### config.mk
export PLATFORM = sky130hd
export DESIGN_NAME = ins_encoder_loader_flat
export DESIGN_NICKNAME = d
export VERILOG_FILES = /design/src/rtl/ins_enc_pkg.sv /design/src/rtl/ins_encoder_loader_if.sv /design/src/rtl/ins_encoder_loader_imm_pack.sv /design/src/rtl/ins_encoder_loader.sv /design/src/flat_wrapper.sv
export SDC_FILE = /design/constraint.sdc
export NUM_CORES = 1
export LEC_CHECK = 0
export CORE_ASPECT_RATIO = 0.75
export CORE_MARGIN = 8
export CORE_UTILIZATION = 55
export DETAILED_ROUTE_END_ITERATION = 10
export GPL_TIMING_DRIVEN = 0
export PLACE_DENSITY = 0.81
export SLEW_MARGIN = 20
export SYNTH_ARGS = -nofsm -noshare
export SYNTH_HDL_FRONTEND = slang
export SYNTH_SLANG_ARGS = --single-unit
### constraint.sdc
create_clock -name clk -period 2.99 [get_ports clk]
set_clock_uncertainty 0.05 [all_clocks]
set_input_delay 0.4485 -clock clk [delete_from_list [all_inputs] [get_ports clk]]
set_output_delay 0.4485 -clock clk [all_outputs]
set_load 0.005 [all_outputs]
### src/rtl/ins_enc_pkg.sv
// Shared definitions for the RV32I instruction encoder/loader: op classes, opcodes,
// error codes, FSM states and the signed-range helper. ENC_READBACK_EN adds readback states.
package ins_enc_pkg;

  typedef enum logic [2:0] {
    OP_JAL    = 3'd0,
    OP_BRANCH = 3'd1,
    OP_LOAD   = 3'd2,
    OP_STORE  = 3'd3,
    OP_OPIMM  = 3'd4,
    OP_OP     = 3'd5,
    OP_LUI    = 3'd6,
    OP_JALR   = 3'd7
  } ins_op_e;

  localparam logic [6:0] OPC_JAL    = 7'b1101111;
  localparam logic [6:0] OPC_BRANCH = 7'b1100011;
  localparam logic [6:0] OPC_LOAD   = 7'b0000011;
  localparam logic [6:0] OPC_STORE  = 7'b0100011;
  localparam logic [6:0] OPC_OPIMM  = 7'b0010011;
  localparam logic [6:0] OPC_OP     = 7'b0110011;
  localparam logic [6:0] OPC_LUI    = 7'b0110111;
  localparam logic [6:0] OPC_JALR   = 7'b1100111;

  localparam logic [1:0] ERR_NONE  = 2'd0;
  localparam logic [1:0] ERR_RANGE = 2'd1;
  localparam logic [1:0] ERR_ALIGN = 2'd2;
  localparam logic [1:0] ERR_LUI   = 2'd3;

  typedef enum logic [2:0] {
    ST_IDLE   = 3'd0,
    ST_ENCODE = 3'd1,
    ST_WRITE  = 3'd2,
    ST_ERR    = 3'd3
`ifdef ENC_READBACK_EN
    ,
    ST_RB_REQ = 3'd4,
    ST_RB_CHK = 3'd5
`endif
  } enc_state_e;

  // True when v is representable as a two's-complement value of the given width.
  function automatic logic fits_signed(input logic [31:0] v, input int unsigned bits);
    logic signed [31:0] sh_s;
    sh_s = $signed(v) >>> (bits - 32'd1);
    return (sh_s == 32'sd0) || (sh_s == -32'sd1);
  endfunction

endpackage

### src/rtl/ins_encoder_loader_if.sv
// Request and IMEM-write bundle of the instruction encoder/loader.
// ENC_READBACK_EN adds the readback signals imem_re, imem_rdata and rb_mismatch.
interface ins_encoder_loader_if #(
  parameter int ADDR_W = 8
) ();
  logic              req_valid;
  logic              req_ready;
  logic [2:0]        req_op;
  logic [4:0]        req_rd;
  logic [4:0]        req_rs1;
  logic [4:0]        req_rs2;
  logic [2:0]        req_funct3;
  logic [6:0]        req_funct7;
  logic [31:0]       req_imm;
  logic              imem_we;
  logic [ADDR_W-1:0] imem_addr;
  logic [31:0]       imem_wdata;
  logic              err_valid;
  logic [1:0]        err_code;
  logic              full;
  logic [ADDR_W:0]   count;
`ifdef ENC_READBACK_EN
  logic              imem_re;
  logic [31:0]       imem_rdata;
  logic              rb_mismatch;

  modport slave (
    input  req_valid, req_op, req_rd, req_rs1, req_rs2, req_funct3, req_funct7, req_imm,
    input  imem_rdata,
    output req_ready, imem_we, imem_addr, imem_wdata, err_valid, err_code, full, count,
    output imem_re, rb_mismatch
  );
  modport master (
    output req_valid, req_op, req_rd, req_rs1, req_rs2, req_funct3, req_funct7, req_imm,
    output imem_rdata,
    input  req_ready, imem_we, imem_addr, imem_wdata, err_valid, err_code, full, count,
    input  imem_re, rb_mismatch
  );
`else
  modport slave (
    input  req_valid, req_op, req_rd, req_rs1, req_rs2, req_funct3, req_funct7, req_imm,
    output req_ready, imem_we, imem_addr, imem_wdata, err_valid, err_code, full, count
  );
  modport master (
    output req_valid, req_op, req_rd, req_rs1, req_rs2, req_funct3, req_funct7, req_imm,
    input  req_ready, imem_we, imem_addr, imem_wdata, err_valid, err_code, full, count
  );
`endif
endinterface

### src/rtl/ins_encoder_loader_imm_pack.sv
// Combinational immediate placement and encodability check for one op class;
// returns only the immediate bits of the word plus the error verdict.
module imm_pack
  import ins_enc_pkg::*;
(
  input  ins_op_e     op,
  input  logic [31:0] imm,
  output logic [31:0] imm_bits,
  output logic        err,
  output logic [1:0]  err_code
);

  // Scatter immediate bits per format; alignment takes precedence over range.
  always_comb begin
    imm_bits = 32'd0;
    err_code = ERR_NONE;
    case (op)
      OP_JAL: begin
        imm_bits = {imm[20], imm[10:1], imm[11], imm[19:12], 12'd0};
        if (imm[0]) err_code = ERR_ALIGN;
        else if (!fits_signed(imm, 32'd21)) err_code = ERR_RANGE;
        else err_code = ERR_NONE;
      end
      OP_BRANCH: begin
        imm_bits = {imm[12], imm[10:5], 13'd0, imm[4:1], imm[11], 7'd0};
        if (imm[0]) err_code = ERR_ALIGN;
        else if (!fits_signed(imm, 32'd13)) err_code = ERR_RANGE;
        else err_code = ERR_NONE;
      end
      OP_STORE: begin
        imm_bits = {imm[11:5], 13'd0, imm[4:0], 7'd0};
        err_code = fits_signed(imm, 32'd12) ? ERR_NONE : ERR_RANGE;
      end
      OP_LOAD, OP_OPIMM, OP_JALR: begin
        imm_bits = {imm[11:0], 20'd0};
        err_code = fits_signed(imm, 32'd12) ? ERR_NONE : ERR_RANGE;
      end
      OP_LUI: begin
        imm_bits = {imm[31:12], 12'd0};
        err_code = (imm[11:0] != 12'd0) ? ERR_LUI : ERR_NONE;
      end
      OP_OP: begin
        imm_bits = 32'd0;
        err_code = ERR_NONE;
      end
      default: begin
        imm_bits = 32'd0;
        err_code = ERR_NONE;
      end
    endcase
  end

  assign err = (err_code != ERR_NONE);

endmodule

### src/rtl/ins_encoder_loader.sv
// RV32I instruction encoder that writes packed words into IMEM at an auto-incrementing
// address. Defining ENC_READBACK_EN adds a read-back-and-compare step after each write.
module ins_encoder_loader
  import ins_enc_pkg::*;
#(
  parameter int ADDR_W    = 8,
  parameter int BASE_ADDR = 0,
  parameter int DEPTH     = 256
) (
  input logic                 clk,
  input logic                 rst,
  input logic                 clear,
  ins_encoder_loader_if.slave bus
);

  localparam logic [ADDR_W:0] BASE_W  = (ADDR_W+1)'(BASE_ADDR);
  localparam logic [ADDR_W:0] LIMIT_W = (ADDR_W+1)'(BASE_ADDR + DEPTH);
  localparam logic [ADDR_W:0] ONE_W   = (ADDR_W+1)'(1);

  enc_state_e        state_r, state_s;
  ins_op_e           op_r;
  logic [4:0]        rd_r, rs1_r, rs2_r;
  logic [2:0]        f3_r;
  logic [6:0]        f7_r;
  logic [31:0]       imm_r;
  logic [31:0]       word_r, word_s, imm_bits_s;
  logic [1:0]        ecode_r, pack_code_s;
  logic              pack_err_s, ready_s, xfer_s;
  logic [ADDR_W:0]   addr_r, count_r;
  logic              full_r, imem_we_r, err_valid_r;
  logic [ADDR_W-1:0] imem_addr_r;
  logic [31:0]       imem_wdata_r;
  logic [1:0]        err_code_r;

  assign ready_s = (state_r == ST_IDLE) && !full_r;
  assign xfer_s  = bus.req_valid && ready_s;

  imm_pack u_imm_pack (
    .op       (op_r),
    .imm      (imm_r),
    .imm_bits (imm_bits_s),
    .err      (pack_err_s),
    .err_code (pack_code_s)
  );

  // Non-immediate fields of the word; JALR always carries funct3 = 000.
  always_comb begin
    word_s = 32'd0;
    case (op_r)
      OP_JAL:    word_s = {20'd0, rd_r, OPC_JAL};
      OP_BRANCH: word_s = {7'd0, rs2_r, rs1_r, f3_r, 5'd0, OPC_BRANCH};
      OP_LOAD:   word_s = {12'd0, rs1_r, f3_r, rd_r, OPC_LOAD};
      OP_STORE:  word_s = {7'd0, rs2_r, rs1_r, f3_r, 5'd0, OPC_STORE};
      OP_OPIMM:  word_s = {12'd0, rs1_r, f3_r, rd_r, OPC_OPIMM};
      OP_OP:     word_s = {f7_r, rs2_r, rs1_r, f3_r, rd_r, OPC_OP};
      OP_LUI:    word_s = {20'd0, rd_r, OPC_LUI};
      OP_JALR:   word_s = {12'd0, rs1_r, 3'b000, rd_r, OPC_JALR};
      default:   word_s = 32'd0;
    endcase
    word_s = word_s | imm_bits_s;
  end

  // Next-state logic.
  always_comb begin
    state_s = state_r;
    case (state_r)
      ST_IDLE:   state_s = xfer_s ? ST_ENCODE : ST_IDLE;
      ST_ENCODE: state_s = pack_err_s ? ST_ERR : ST_WRITE;
`ifdef ENC_READBACK_EN
      ST_WRITE:  state_s = ST_RB_REQ;
      ST_RB_REQ: state_s = ST_RB_CHK;
      ST_RB_CHK: state_s = ST_IDLE;
`else
      ST_WRITE:  state_s = ST_IDLE;
`endif
      ST_ERR:    state_s = ST_IDLE;
      default:   state_s = ST_IDLE;
    endcase
  end

  // State register; rst and clear both abort any transaction in flight.
  always_ff @(posedge clk) begin
    if (rst || clear) state_r <= ST_IDLE;
    else              state_r <= state_s;
  end

  // Request capture, address/count bookkeeping and registered IMEM/error outputs.
  always_ff @(posedge clk) begin
    if (rst || clear) begin
      op_r         <= OP_JAL;
      rd_r         <= 5'd0;
      rs1_r        <= 5'd0;
      rs2_r        <= 5'd0;
      f3_r         <= 3'd0;
      f7_r         <= 7'd0;
      imm_r        <= 32'd0;
      word_r       <= 32'd0;
      ecode_r      <= ERR_NONE;
      addr_r       <= BASE_W;
      count_r      <= '0;
      full_r       <= 1'b0;
      imem_we_r    <= 1'b0;
      imem_addr_r  <= BASE_W[ADDR_W-1:0];
      imem_wdata_r <= 32'd0;
      err_valid_r  <= 1'b0;
      err_code_r   <= ERR_NONE;
    end else begin
      imem_we_r   <= 1'b0;
      err_valid_r <= 1'b0;
      if (xfer_s) begin
        op_r  <= ins_op_e'(bus.req_op);
        rd_r  <= bus.req_rd;
        rs1_r <= bus.req_rs1;
        rs2_r <= bus.req_rs2;
        f3_r  <= bus.req_funct3;
        f7_r  <= bus.req_funct7;
        imm_r <= bus.req_imm;
      end
      if (state_r == ST_ENCODE) begin
        word_r  <= word_s;
        ecode_r <= pack_code_s;
      end
      if (state_r == ST_WRITE) begin
        imem_we_r    <= 1'b1;
        imem_addr_r  <= addr_r[ADDR_W-1:0];
        imem_wdata_r <= word_r;
        addr_r       <= addr_r + ONE_W;
        count_r      <= count_r + ONE_W;
        full_r       <= ((addr_r + ONE_W) == LIMIT_W);
      end
      if (state_r == ST_ERR) begin
        err_valid_r <= 1'b1;
        err_code_r  <= ecode_r;
      end
    end
  end

  assign bus.req_ready  = ready_s;
  assign bus.imem_we    = imem_we_r;
  assign bus.imem_addr  = imem_addr_r;
  assign bus.imem_wdata = imem_wdata_r;
  assign bus.err_valid  = err_valid_r;
  assign bus.err_code   = err_code_r;
  assign bus.full       = full_r;
  assign bus.count      = count_r;

`ifdef ENC_READBACK_EN
  logic imem_re_r, rb_pend_r, rb_mismatch_r;

  // Read request is issued from RB_REQ; memory data arrives one cycle later and is compared then.
  always_ff @(posedge clk) begin
    if (rst || clear) begin
      imem_re_r     <= 1'b0;
      rb_pend_r     <= 1'b0;
      rb_mismatch_r <= 1'b0;
    end else begin
      imem_re_r <= (state_r == ST_RB_REQ);
      rb_pend_r <= (state_r == ST_RB_CHK);
      if (rb_pend_r && (bus.imem_rdata != imem_wdata_r)) rb_mismatch_r <= 1'b1;
    end
  end

  assign bus.imem_re     = imem_re_r;
  assign bus.rb_mismatch = rb_mismatch_r;
`endif

endmodule

### src/flat_wrapper.sv
// flat-port wrapper written by rule: the top's interface ports become plain ports
module ins_encoder_loader_flat import ins_enc_pkg::*;
#(
  parameter int ADDR_W    = 8,
  parameter int BASE_ADDR = 0,
  parameter int DEPTH     = 256
)
  (clk, rst, clear, bus_req_valid, bus_req_op, bus_req_rd, bus_req_rs1, bus_req_rs2, bus_req_funct3, bus_req_funct7, bus_req_imm, bus_req_ready, bus_imem_we, bus_imem_addr, bus_imem_wdata, bus_err_valid, bus_err_code, bus_full, bus_count);
  ins_encoder_loader_if #(.ADDR_W(ADDR_W)) bus_i ();
  input logic clk;
  input logic rst;
  input logic clear;
  input wire logic [$bits(bus_i.req_valid)-1:0] bus_req_valid;
  input wire logic [$bits(bus_i.req_op)-1:0] bus_req_op;
  input wire logic [$bits(bus_i.req_rd)-1:0] bus_req_rd;
  input wire logic [$bits(bus_i.req_rs1)-1:0] bus_req_rs1;
  input wire logic [$bits(bus_i.req_rs2)-1:0] bus_req_rs2;
  input wire logic [$bits(bus_i.req_funct3)-1:0] bus_req_funct3;
  input wire logic [$bits(bus_i.req_funct7)-1:0] bus_req_funct7;
  input wire logic [$bits(bus_i.req_imm)-1:0] bus_req_imm;
  output wire logic [$bits(bus_i.req_ready)-1:0] bus_req_ready;
  output wire logic [$bits(bus_i.imem_we)-1:0] bus_imem_we;
  output wire logic [$bits(bus_i.imem_addr)-1:0] bus_imem_addr;
  output wire logic [$bits(bus_i.imem_wdata)-1:0] bus_imem_wdata;
  output wire logic [$bits(bus_i.err_valid)-1:0] bus_err_valid;
  output wire logic [$bits(bus_i.err_code)-1:0] bus_err_code;
  output wire logic [$bits(bus_i.full)-1:0] bus_full;
  output wire logic [$bits(bus_i.count)-1:0] bus_count;
  assign bus_i.req_valid = bus_req_valid;
  assign bus_i.req_op = bus_req_op;
  assign bus_i.req_rd = bus_req_rd;
  assign bus_i.req_rs1 = bus_req_rs1;
  assign bus_i.req_rs2 = bus_req_rs2;
  assign bus_i.req_funct3 = bus_req_funct3;
  assign bus_i.req_funct7 = bus_req_funct7;
  assign bus_i.req_imm = bus_req_imm;
  assign bus_req_ready = bus_i.req_ready;
  assign bus_imem_we = bus_i.imem_we;
  assign bus_imem_addr = bus_i.imem_addr;
  assign bus_imem_wdata = bus_i.imem_wdata;
  assign bus_err_valid = bus_i.err_valid;
  assign bus_err_code = bus_i.err_code;
  assign bus_full = bus_i.full;
  assign bus_count = bus_i.count;
  ins_encoder_loader #(.ADDR_W(ADDR_W), .BASE_ADDR(BASE_ADDR), .DEPTH(DEPTH)) u_core (.clk(clk), .rst(rst), .clear(clear), .bus(bus_i));
endmodule
## After elaboration in Yosys (flattened, before gate mapping)

Index checks and enable logic that the tools add are counted.

- Flip-flop bits (word level): 160
- Bits in latches: 0
- Memory bits (writable): 0
- ROM bits: 0
- Input port bits: 64
- Word-level logic and storage cells: 65
- Memories: 0

- $add $sub $neg: 2
- Multipliers: 0
- Divide/modulo/power cells: 0
- $lt $le $gt $ge: 0
- Eq/ne operators: 14
- Shift-type cells: 0
- Multiplexer cells: 14
- Bitwise operators: 1
- Reduce and logical (&&, ||, !) cells: 16

Operators by type and width:

| kind | number |
|---|---|
| 32-bit case mux with 8 select lines | 1 |
| 32-bit case mux with 6 select lines | 1 |
| 32-bit logical NOT | 3 |
| 32-bit bitwise OR | 1 |
| 21-bit by 1-bit equality test with 1-bit output (second input constant) | 1 |
| 20-bit by 1-bit equality test with 1-bit output (second input constant) | 1 |
| 9-bit by 1-bit adder with 9-bit output (second input constant) | 2 |
| 12-bit by 1-bit equality test with 1-bit output (second input constant) | 1 |
| 3-bit by 2-bit equality test with 1-bit output (second input constant) | 4 |
| 3-bit equality test (second input constant) | 4 |
| 12-bit nonzero test | 1 |
| 2-bit case mux with 5 select lines | 1 |
| 9-bit equality test (second input constant) | 1 |
| 1-bit 2-to-1 mux | 7 |
| 3-bit by 1-bit equality test with 1-bit output (second input constant) | 2 |
| 3-bit logical NOT | 2 |
| 2-bit 2-to-1 mux | 3 |
| 3-bit case mux with 2 select lines | 1 |
| 1-bit logical OR | 4 |
| 4-bit OR reduction | 1 |
| 3-bit OR reduction | 1 |
| 1-bit logical AND | 2 |
| 2-bit nonzero test | 1 |
| 1-bit logical NOT | 1 |

## Logic depth before layout (Yosys ltp)

- Word-level depth: 8
- Depth in mapped cells: 7
- Gate-level depth less buffers: 7

## Hierarchy

From an unflattened synthesis, not the netlist that was laid out.

- Cell total of the unflattened synthesis: 819
- Area total of the unflattened synthesis: 6421.2 sq um

Modules (own cells, without submodules):

| module | instances | cells an instance | area each (sq um) |
|---|---|---|---|
| ins_encoder_loader | 1 | 716 | 5730.5 |
| imm_pack | 1 | 103 | 690.7 |

## Worst setup path before layout

Ideal clock, no wire load.

- Path kind: register to register
- From: reg u_core.imm_r[12]
- To: reg u_core.state_r[0]
- Library setup time: 0.129 ns
- Arrival: 1.532 ns
- Required time: 2.811 ns
- Path slack: 1.279 ns
- Cell stages (with the launch flop): 7
- Path buffers: 0
- Clock period less this slack: 1.711 ns
- Path through: dfxtp_1 > or4_1 > nor2_1 > nand2_1 > a32o_1 > a211oi_2 > a211oi_1

- Cells in the longest elaborated chain, start to end: 8

Ends and longest elaborated chain:

| item | line | text |
|---|---|---|
| start: declaration | ins_encoder_loader.sv:25 | `logic [31:0] imm_r;` |
| start signal: assignment | ins_encoder_loader.sv:117 | `imm_r <= bus.req_imm;` |
| 20-bit by 1-bit equality test with 1-bit output or 32-bit logical NOT (tied branches) | ins_enc_pkg.sv:46 | `return (sh_s == 32'sd0) \|\| (sh_s == -32'sd1);` |
| 1-bit logical OR | ins_enc_pkg.sv:46 |  |
| 1-bit 2-to-1 mux | ins_encoder_loader_imm_pack.sv:27 | `else if (!fits_signed(imm, 32'd13)) err_code = ERR_RANGE;` |
| 2-bit 2-to-1 mux | ins_encoder_loader_imm_pack.sv:26 | `if (imm[0]) err_code = ERR_ALIGN;` |
| 2-bit case mux with 5 select lines * | ins_encoder_loader_imm_pack.sv:17 | `case (op)` |
| 2-bit nonzero test * | ins_encoder_loader_imm_pack.sv:53 | `assign err = (err_code != ERR_NONE);` |
| 1-bit 2-to-1 mux * | ins_encoder_loader.sv:68 | `ST_ENCODE: state_s = pack_err_s ? ST_ERR : ST_WRITE;` |
| 3-bit case mux with 2 select lines * | ins_encoder_loader.sv:66 | `case (state_r)` |
| end signal: assignment | ins_encoder_loader.sv:84 | `else state_r <= state_s;` |
| end: declaration | ins_encoder_loader.sv:20 | `enc_state_e state_r, state_s;` |

Mark *: on every way between the ends. The rest lies on a longest branch, timed or not.
A chain may end at the register's enable or synchronous reset.

## Worst setup path after layout

- From: reg u_core.state_r[1]
- To: out bus_req_ready

- Cells in the longest elaborated chain, start to end: 2

Ends and longest elaborated chain:

| item | line | text |
|---|---|---|
| 3-bit logical NOT | ins_encoder_loader.sv:35 | `assign ready_s = (state_r == ST_IDLE) && !full_r;` |
| 1-bit logical AND | ins_encoder_loader.sv:35 |  |
| end: declaration | flat_wrapper.sv:21 | `output wire logic [$bits(bus_i.req_ready)-1:0] bus_req_ready;` |

No other way between the ends.

==> results.sh <==
export IMPL_finalNetCount=990
export IMPL_p_total_uw=4647
export IMPL_cp_arrival_ps=1870
export IMPL_grt_antenna_before_repair=0
export IMPL_yosys_top_cells_count="246 x nand2_1, 157 x dfxtp_1, 129 x a21oi_1"
export IMPL_synth_area_sq_mm=0.006253
export IMPL_setup_ws_ps=623.3
export IMPL_ys_seq_area_share_pct=50.26
export IMPL_grt_pass1_vias=5930
export IMPL_die_x_microns=139.1
export IMPL_leakage_uw=0.002834
export IMPL_worst_pin_slew_ps=696.2
export IMPL_ys_types=55
export IMPL_internal_power_uw=3460
export IMPL_globalplace_congestion=0.8930
export IMPL_grt_max_degree=17
export IMPL_grt_usage_pct=26.12
export IMPL_power_frac_comb_pct=7.8
export IMPL_status="finished, final reports clean"
export IMPL_drive_gt1_share_pct=6.090
export IMPL_grt_pass1_wl_mm=31.24
export IMPL_ys_ff_latch=157
export IMPL_p_switching_uw=1188
export IMPL_num_rows=33
export IMPL_post_cts_setup_buffers=0
export IMPL_port_buffers=118
export IMPL_rsz0062_at_grt="no"
export IMPL_setup_tns_final_ps=0
export IMPL_critical_path_required_ps=2490
export IMPL_core_area_sq_mm=0.01102
export IMPL_ctsRootBufferMaster="clkbuf_16"
export IMPL_vias=6192
export IMPL_wl_per_cell_microns=18.12
export IMPL_die_area_sq_mm=0.01507
export IMPL_clkTransAtPathRegs_ps=70
export IMPL_dp_cells=1044
export IMPL_synth_ff_type="dfxtp_1"
export IMPL_p_seq_share_pct=46.5
export IMPL_syn_area_per_cell_sq_um=7.956
export IMPL_maxSlewHeadroom_pct=53.59
export IMPL_syn_inst=786
export IMPL_hp_class="register to register"
export IMPL_drt_iter0_markers=519
export IMPL_hold_viol_final=0
export IMPL_irDropWorstVdd_mv=0.4208
export IMPL_die_h_microns=108.3
export IMPL_power_density_mw_per_mm2=567.4
export IMPL_min_period_ps=2367
export IMPL_setup_viol=0
export IMPL_syn_num_nets=853
export IMPL_drtAntennaViolNets=0
export IMPL_clock_path_buffers=2
export IMPL_cts_hold_buffers=0
export IMPL_switching_share_pct=25.55
export IMPL_ctsResizeCount=0
export IMPL_wl_mm=19.50
export IMPL_synth_most_common_cell="nand2_1"
export IMPL_diodes=0
export IMPL_initial_core_util_pct=56.72
export IMPL_firstDrtPassIters=5
export IMPL_synthTopCellsByArea="dfxtp_1 50%, nand2_1 15%, a21oi_1 10%"
export IMPL_synth_edf_count=0
export IMPL_areaGrowthSynthToFinish_pct=30.97
export IMPL_ios=119
export IMPL_yosys_warnings=0
export IMPL_cts_tree="yes"
export IMPL_cp_max_fo=9
export IMPL_synthArstFlopShare_pct=0
export IMPL_critical_path_class="register to primary output"
export IMPL_period_share_pct=79.15
export IMPL_route_detailed_drc=0
export IMPL_synth_top_area_share_pct=50.26
export IMPL_max_freq_mhz=422.5
export IMPL_start_kind="register"
export IMPL_slew_violations=0
export IMPL_holdWs_ps=401.8
export IMPL_vias_per_cell=5.755
export IMPL_end_kind="primary output"
export IMPL_dpl_worst_slack_ps=437.6
export IMPL_ctsHtreeMaxLevel=4
export IMPL_dp_hpwl_mm=14.51
export IMPL_synth_area_leader_cell="dfxtp_1"
export IMPL_grt_ovfl_total=0
export IMPL_pwr_share_clk_pct=45.6
export IMPL_clk_latency_ps=430
export IMPL_stdcell_count=1076
export IMPL_maxCapViolCount=0
export IMPL_cts_buffers=17
export IMPL_cts_sinks=157
## cell usage in the layout (no fill, tap or decap), types with 3 or more instances in the layout
master,count
nand2_1,246
dfxtp_1,157
a21oi_1,129
clkdlybuf4s50_1,118
nor2_1,47
clkbuf_1,37
o21ai_0,17
clkbuf_16,17
nand4_1,11
a211oi_1,11
xor2_1,10
mux2i_1,10
buf_2,9
nand3_1,9
nor3_1,7
nor4_1,7
o22ai_1,6
o211ai_1,6
xnor2_1,5
or3_1,5
nand2b_1,4
o22a_1,4
inv_6,4
clkbuf_8,3
buf_1,3
a31oi_1,3
a221oi_1,3
ha_1,3
clkinv_4,3
## power by group through the flow
| stage | clock [uW] | sequential [uW] | combinational (uW) |
|---|---|---|---|
| 3_5_place_dp | 0 | 2210 | 357 |
| 4_1_cts | 2120 | 2160 | 360 |
| 6_report | 2120 | 2160 | 365 |
| 3_3_place_gp | 0 | 2210 | 349 |
| 5_1_grt | 2220 | 2160 | 397 |
| 2_1_floorplan | 0 | 2190 | 198 |
## worst max-delay path: stages (launching register included)
cell,delay [ps]
dfxtp_1,300
clkbuf_2,160
nor3_1,400
clkdlybuf4s50_1,590
## metal layers
layer  GRT usage, %  vias to the layer above  part of all wire, %
met5              0                        -                    0
met4          7.104                        0                  1.5
met3          7.790                       36                  9.0
met2          42.92                      298                   46
met1          33.19                     2918                   44
li1               -                     2940                    -
## logic make-up (layout without fill, tap and decap cells)
logic type,count (synthesis),in the layout,share of synthesized area [%]
buffers and inverters,59,209,4.702
adder cells (fa/ha/maj),3,3,0.6003
AND/OR/NAND/NOR,351,351,23.39
XOR/XNOR,15,15,2.101
multiplexers,11,11,1.781
AO/OA/AOI/OAI,190,190,17.17
flip-flops,157,157,50.26
## registers in the layout (all words and copies together) (netlist names), 2 cells and up
register / flops
u_core.imm_r: 32
u_core.bus.imem_wdata: 31
u_core.word_r: 31
u_core.addr_r: 9
u_core.bus.count: 9
u_core.bus.imem_addr: 8
u_core.f7_r: 7
u_core.rd_r: 5
u_core.rs1_r: 5
u_core.rs2_r: 5
u_core.f3_r: 3
u_core.op_r: 3
u_core.bus.err_code: 2
u_core.ecode_r: 2
u_core.state_r: 2
## final timing paths
kind         cells past startpoint  slack, ps                                     end                      startpoint
max                              3        620                           bus_req_ready    u_core.state_r[1]$_SDFF_PP0_
min                              2        400  u_core.bus.imem_wdata[29]$_SDFFE_PP0P_  u_core.word_r[29]$_SDFFE_PP0N_
min reg2reg                      2        400  u_core.bus.imem_wdata[29]$_SDFFE_PP0P_  u_core.word_r[29]$_SDFFE_PP0N_
max reg2reg                      6        870            u_core.state_r[0]$_SDFF_PP0_   u_core.imm_r[12]$_SDFFE_PP0P_
## per-stage QoR
step                instance area (sq um)  util [%]
CTS                                  8190     74.29
global placement                     7610     69.03
finish                               8190     74.29
global route                         8190     74.29
detailed placement                   7610     69.03
floorplan                            6254         -
## area by class of cell
cell class              count  area (sq um)
multi-input cells         570          2816
well taps                 140         175.2
clock buffers              17         425.4
plain buffers              58         290.3
flip-flops and latches    157          3143
clock inverters            15         155.1
fillers                   846          2834
repair buffers            118          1181
inverters                   1         3.754
Power figures use the tool's default switching activity.
